$ cat src/rtl/seq_div_32_pkg.sv
// Shared widths and state encoding for the sequential divider slice.
// Widths that the legacy shared header provided are defined here as constants.
package seq_div_32_pkg;

   localparam int unsigned DATA_INDEX_LIMIT = 31;
   localparam int unsigned DATA_WIDTH       = DATA_INDEX_LIMIT + 1;
   // One quotient bit is produced per RUN cycle, so the iteration count is the width.
   localparam int unsigned DIV_ITER_COUNT   = DATA_WIDTH;

   typedef enum logic [1:0] {
      IDLE = 2'd0,
      RUN  = 2'd1,
      FIN  = 2'd2
   } divStateT;

endpackage

$ cat src/rtl/seq_div_32_rc_add_sub.sv
// Ripple-carry adder/subtractor: Y = A + B when SnA=0, Y = A - B when SnA=1.
// With SnA=1, CO=1 means no borrow occurred (A >= B).
module RC_ADD_SUB_32
   import seq_div_32_pkg::*;
#(
   parameter int unsigned WIDTH = DATA_WIDTH
) (
   output logic [WIDTH-1:0] Y,
   output logic             CO,
   input  logic [WIDTH-1:0] A,
   input  logic [WIDTH-1:0] B,
   input  logic             SnA
);

   logic [WIDTH-1:0] bOp;
   logic [WIDTH:0]   carry;

   always_comb begin
      bOp      = B ^ {WIDTH{SnA}};
      carry    = '0;
      carry[0] = SnA;
      Y        = '0;
      for (int unsigned i = 0; i < WIDTH; i++) begin
         Y[i]       = A[i] ^ bOp[i] ^ carry[i];
         carry[i+1] = (A[i] & bOp[i]) | (carry[i] & (A[i] ^ bOp[i]));
      end
      CO = carry[WIDTH];
   end

endmodule

$ cat src/rtl/seq_div_32.sv
// Sequential restoring divider: one quotient bit per cycle, MSB first.
// Define SEQ_DIV_SIGNED_EN to add the SnU port and two's-complement division.
module seq_div_32
   import seq_div_32_pkg::*;
#(
   parameter int unsigned WIDTH = DATA_INDEX_LIMIT + 1
) (
   input  logic             CLK,
   input  logic             RST,
   input  logic             START,
`ifdef SEQ_DIV_SIGNED_EN
   input  logic             SnU,
`endif
   input  logic [WIDTH-1:0] DVD,
   input  logic [WIDTH-1:0] DVR,
   output logic [WIDTH-1:0] Q,
   output logic [WIDTH-1:0] R,
   output logic             BUSY,
   output logic             DONE,
   output logic             DIV0
);

   localparam int unsigned     CW       = (WIDTH > 1) ? $clog2(WIDTH) : 1;
   localparam logic [CW-1:0]   LAST_CNT = CW'(WIDTH - 1);

   divStateT         state, nextState;
   logic             accept, dvrZero, lastIter, co, notBorrow;
   logic [CW-1:0]    iterCnt;
   logic [WIDTH-1:0] dvdSh, remReg, dvrReg;
   logic [WIDTH-1:0] shifted, diff, nextRem, nextDvdSh;
   logic [WIDTH-1:0] dvdMag, dvrMag, qFinal, rFinal;

   // The bit shifted out of the partial remainder makes it exceed any divisor,
   // so it forces a successful subtract even when the narrow adder borrows.
   assign shifted   = {remReg[WIDTH-2:0], dvdSh[WIDTH-1]};
   assign notBorrow = co | remReg[WIDTH-1];
   assign nextRem   = notBorrow ? diff : shifted;
   assign nextDvdSh = {dvdSh[WIDTH-2:0], notBorrow};
   assign dvrZero   = (DVR == '0);
   assign lastIter  = (iterCnt == LAST_CNT);

   RC_ADD_SUB_32 #(.WIDTH(WIDTH)) uTrialSub (
      .Y   (diff),
      .CO  (co),
      .A   (shifted),
      .B   (dvrReg),
      .SnA (1'b1)
   );

`ifdef SEQ_DIV_SIGNED_EN
   logic dvdNeg, dvrNeg, qNegR, rNegR;

   assign dvdNeg = SnU & DVD[WIDTH-1];
   assign dvrNeg = SnU & DVR[WIDTH-1];
   assign dvdMag = dvdNeg ? -DVD : DVD;
   assign dvrMag = dvrNeg ? -DVR : DVR;
   assign qFinal = qNegR ? -nextDvdSh : nextDvdSh;
   assign rFinal = rNegR ? -nextRem : nextRem;

   always_ff @(posedge CLK or posedge RST) begin
      if (RST) begin
         qNegR <= 1'b0;
         rNegR <= 1'b0;
      end else if (accept) begin
         qNegR <= dvdNeg ^ dvrNeg;
         rNegR <= dvdNeg;
      end
   end
`else
   assign dvdMag = DVD;
   assign dvrMag = DVR;
   assign qFinal = nextDvdSh;
   assign rFinal = nextRem;
`endif

   always_ff @(posedge CLK or posedge RST) begin
      if (RST) state <= IDLE;
      else     state <= nextState;
   end

   always_comb begin
      nextState = state;
      accept    = 1'b0;
      BUSY      = 1'b0;
      DONE      = 1'b0;
      unique case (state)
         IDLE, FIN: begin
            DONE = (state == FIN);
            if (START) begin
               accept    = 1'b1;
               nextState = dvrZero ? FIN : RUN;
            end else begin
               nextState = IDLE;
            end
         end
         RUN: begin
            BUSY = 1'b1;
            if (lastIter) nextState = FIN;
         end
         default: nextState = IDLE;
      endcase
   end

   always_ff @(posedge CLK or posedge RST) begin
      if (RST) begin
         iterCnt <= '0;
         dvdSh   <= '0;
         remReg  <= '0;
         dvrReg  <= '0;
         Q       <= '0;
         R       <= '0;
         DIV0    <= 1'b0;
      end else if (accept) begin
         iterCnt <= '0;
         dvdSh   <= dvdMag;
         remReg  <= '0;
         dvrReg  <= dvrMag;
         DIV0    <= dvrZero;
         if (dvrZero) begin
            Q <= '1;
            R <= DVD;
         end
      end else if (state == RUN) begin
         iterCnt <= iterCnt + CW'(1);
         dvdSh   <= nextDvdSh;
         remReg  <= nextRem;
         if (lastIter) begin
            Q <= qFinal;
            R <= rFinal;
         end
      end
   end

endmodule

$ cat config.mk
export PLATFORM = sky130hd
export DESIGN_NAME = seq_div_32
export DESIGN_NICKNAME = d
export VERILOG_FILES = /design/src/rtl/seq_div_32_pkg.sv /design/src/rtl/seq_div_32_rc_add_sub.sv /design/src/rtl/seq_div_32.sv
export SDC_FILE = /design/constraint.sdc
export NUM_CORES = 1
export LEC_CHECK = 0
export ABC_AREA = 1
export CAP_MARGIN = 20
export CORE_ASPECT_RATIO = 1.2
export CORE_MARGIN = 2
export CORE_UTILIZATION = 54
export DETAILED_ROUTE_END_ITERATION = 10
export HOLD_SLACK_MARGIN = 0.1
export PLACE_DENSITY = 0.77
export RECOVER_POWER = 50
export REMOVE_ABC_BUFFERS = 1
export SYNTH_ARGS = -nofsm -noshare
export SYNTH_HDL_FRONTEND = slang
export SYNTH_SLANG_ARGS = --single-unit
$ cat constraint.sdc
create_clock -name CLK -period 18 [get_ports CLK]
set_input_delay 1.8 -clock CLK [delete_from_list [all_inputs] [get_ports CLK]]
set_output_delay 1.8 -clock CLK [all_outputs]
set_load 0.005 [all_outputs]
==> results.toml <==
[floorplanning]
core_sq_um = 14530
die_w_microns = 115.6
initial_core_util_pct = 55.56
die_h_microns = 138.0
io_pins = 134
fp-row-count = 48
die_area_sq_um = 15950

[pwr]
leakage_nw = 4.916
power_w = 0.002078
power.density_nw_per_um2 = 206.2
ir_worst_vdd_uv = 136.2

[logic_synthesis]
ys_ff_latch = 168
syn_inst = 912
yosysUniqueCellTypes = 24
ys_seq_area_share_pct = 52.06
synth_warnings = 0
netlist_area_sq_um = 8075
synth_area_per_cell_sq_um = 8.854

[grt]
grt_max_degree = 96
grt_pass1_wl_microns = 31400
antenna_found_initial = 0
grt_pass1_vias = 6375
grtUsageTotal_pct = 25.35
grt_overflow = 0

[placed_design]
gp_routability_congestion = 0.8029
port_buffers = 133
place_inst = 1197
dp_hpwl_microns = 12020

[routing]
drtIter0Drc = 487
vias_per_cell = 5.254
drtPass1Iterations = 5
finalWirelength_microns = 19200
wl_per_cell_microns = 15.62
vias = 6457
drtAntennaViolNets = 0
drc = 0

[timing]
maxSlewHeadroom_pct = -150.3
min_period_ps = 14160
worstMarginPinSlew_ps = 3733
fin_tns_setup_ps = 0
period_share_pct = 78.64
setup-violations-final = 0
finalMaxSlewViolations = 157
fmax_mhz = 70.65
hold_ws_ps = 461.7
rsz0062_at_grt = "no"
finClkSkew_ps = 7.444
hold_viol = 0

[final_layout]
final_nets = 1118
drive_above_1_share_pct = 4.470
diodes = 0
layout.cells.non_filler = 1229
mostFrequentLayoutCells = "313 x nand2_1, 168 x dfrtp_1, 91 x inv_1, 81 x o21ai_0, 67 x dlygate4sd3_1"
n_fill_cell = 1141
syn2layout_area_growth_pct = 24.76
final_common_cell = "nand2_1"

[clocking]
cts_buffer_depth = 2
ctsHoldBuffers = 0
cts_resized = 0
cts_made_buffers = 17
numClockSinks = 168
path_clk_slew_ps = 60
clk_latency_ps = 420
clock-root-buffer = "clkbuf_16"
cts_max_level = 4
post-cts-setup-buffers = 0
cts_tree = "yes"

[worst_setup_path]
end_kind = "flop"
cp-start-kind = "flop"
worstPathArrival_ps = 14520
cp_common_cell = "fa_1"
cp_data_required_time_ps = 18360
worst_path_dominant_cell_family = "adder cells"
crit_type = "flop to flop"
crit_path_max_incr_delay_ps = 500
slowest_stage = "inv_1"
critPathBufInv = 4
cp_max_fo = 30

[min_path]
min_path_type = "flop to flop"

[run_status]
violations = "max-capacitance violations, max-slew violations"
status = "complete, but fails checks"

[flow_run]
drv_cap = 2
## report_power, final
| part | switching [W] | total, W | internal (W) |
|---|---|---|---|
| Combinational | 0.000637 | 0.00104 | 0.000404 |
| Clock | 0.000149 | 0.000388 | 0.000239 |
| Sequential | 0.0000876 | 0.000649 | 0.000561 |
| Total | 0.000874 | 0.00208 | 0.00120 |
## area by class of cell
cell class | instances | area, sq um | share of cell area [%]
inverter | 96 | 361.6 | 3.589
clock inverter | 11 | 172.7 | 1.714
sequential | 168 | 4204 | 41.73
tap | 200 | 250.2 | 2.484
timing repair buffer | 141 | 1384 | 13.74
clock buffer | 20 | 456.7 | 4.533
multi-input combinational | 593 | 3246 | 32.22
## cells by family after synthesis
| kind of cell | count (synthesis) | synth area share, % |
|---|---|---|
| AO/OA/AOI/OAI | 148 | 11.61 |
| adder cells (fa/ha/maj) | 34 | 8.150 |
| buffers and inverters | 151 | 7.840 |
| flip-flops | 168 | 52.06 |
| AND/OR/NAND/NOR | 411 | 20.34 |
## cell usage after synthesis
cell      count  area (sq um)
o221ai_1     30         262.8
fa_1         31         620.6
a31oi_1       1         6.260
buf_1         2         7.510
nor2_1       27         101.4
inv_1        92         345.3
clkinv_1      1         3.750
o21ai_0      81         405.4
a22oi_1      15         112.6
nand2_1     316          1186
inv_2         3         11.26
ha_1          3         37.54
buf_4        10         75.07
clkbuf_1     20         75.07
dfrtp_1     168          4204
or2_1         1         6.260
o22ai_1       1         6.260
nor2_4        2         22.52
nand4_1       1         6.260
buf_2        23         115.1
a21oi_1       3         15.01
nand3_1      64         320.3
o211ai_1     16         120.1
a22o_1        1         8.760
## metal layers
metal	track usage [%]	part of all wire, %	vias to the layer above
met2	42.27	50	200
met1	33.84	43	3098
met3	4.327	5.8	22
met4	8.730	1.6	0
li1	-	-	3137
met5	0	0	-
## worst reg2reg max path, delay by kind of cell (launching register included)
family                     cells  cell delay [ps]
AOI/OAI and AO/OA              1              350
adders and majority gates     32            11950
buffers and inverters          4              710
DFF                            1              370
and+or+nand+nor                4              730
## stage by stage
step | area, sq um | util [%] | worst slack, ps
CTS | 10080 | 69.34 | 3815
finish | 10070 | 69.32 | 3845
global placement | 9449 | 65.01 | 4102
global route | 10070 | 69.32 | 3227
floorplan | 7802 | - | 4805
detailed placement | 9449 | 65.01 | 3937
## path summary, 6_finish.rpt
| check | startpoint | to | slack (ps) | cells after the start |
|---|---|---|---|---|
| max in group asynchronous | RST | remReg[9]$_DFFE_PP0P_ | 9860 | 4 |
| max | dvdSh[31]$_DFFE_PP0P_ | R[9]$_DFFE_PP0P_ | 3840 | 41 |
| min reg2reg | Q[28]$_DFFE_PP0P_ | Q[28]$_DFFE_PP0P_ | 460 | 2 |
| min | Q[28]$_DFFE_PP0P_ | Q[28]$_DFFE_PP0P_ | 460 | 2 |
| min in group asynchronous | RST | R[27]$_DFFE_PP0P_ | 2940 | 2 |
| max reg2reg | dvdSh[31]$_DFFE_PP0P_ | R[9]$_DFFE_PP0P_ | 3840 | 41 |
## sequential cells by signal, summed over array words and instances (netlist names)
name,flops
DIV0,1
dvdSh,32
iterCnt,5
R,32
remReg,32
state,2
dvrReg,32
Q,32
Note: power is estimated with default switching activity, not from simulation.
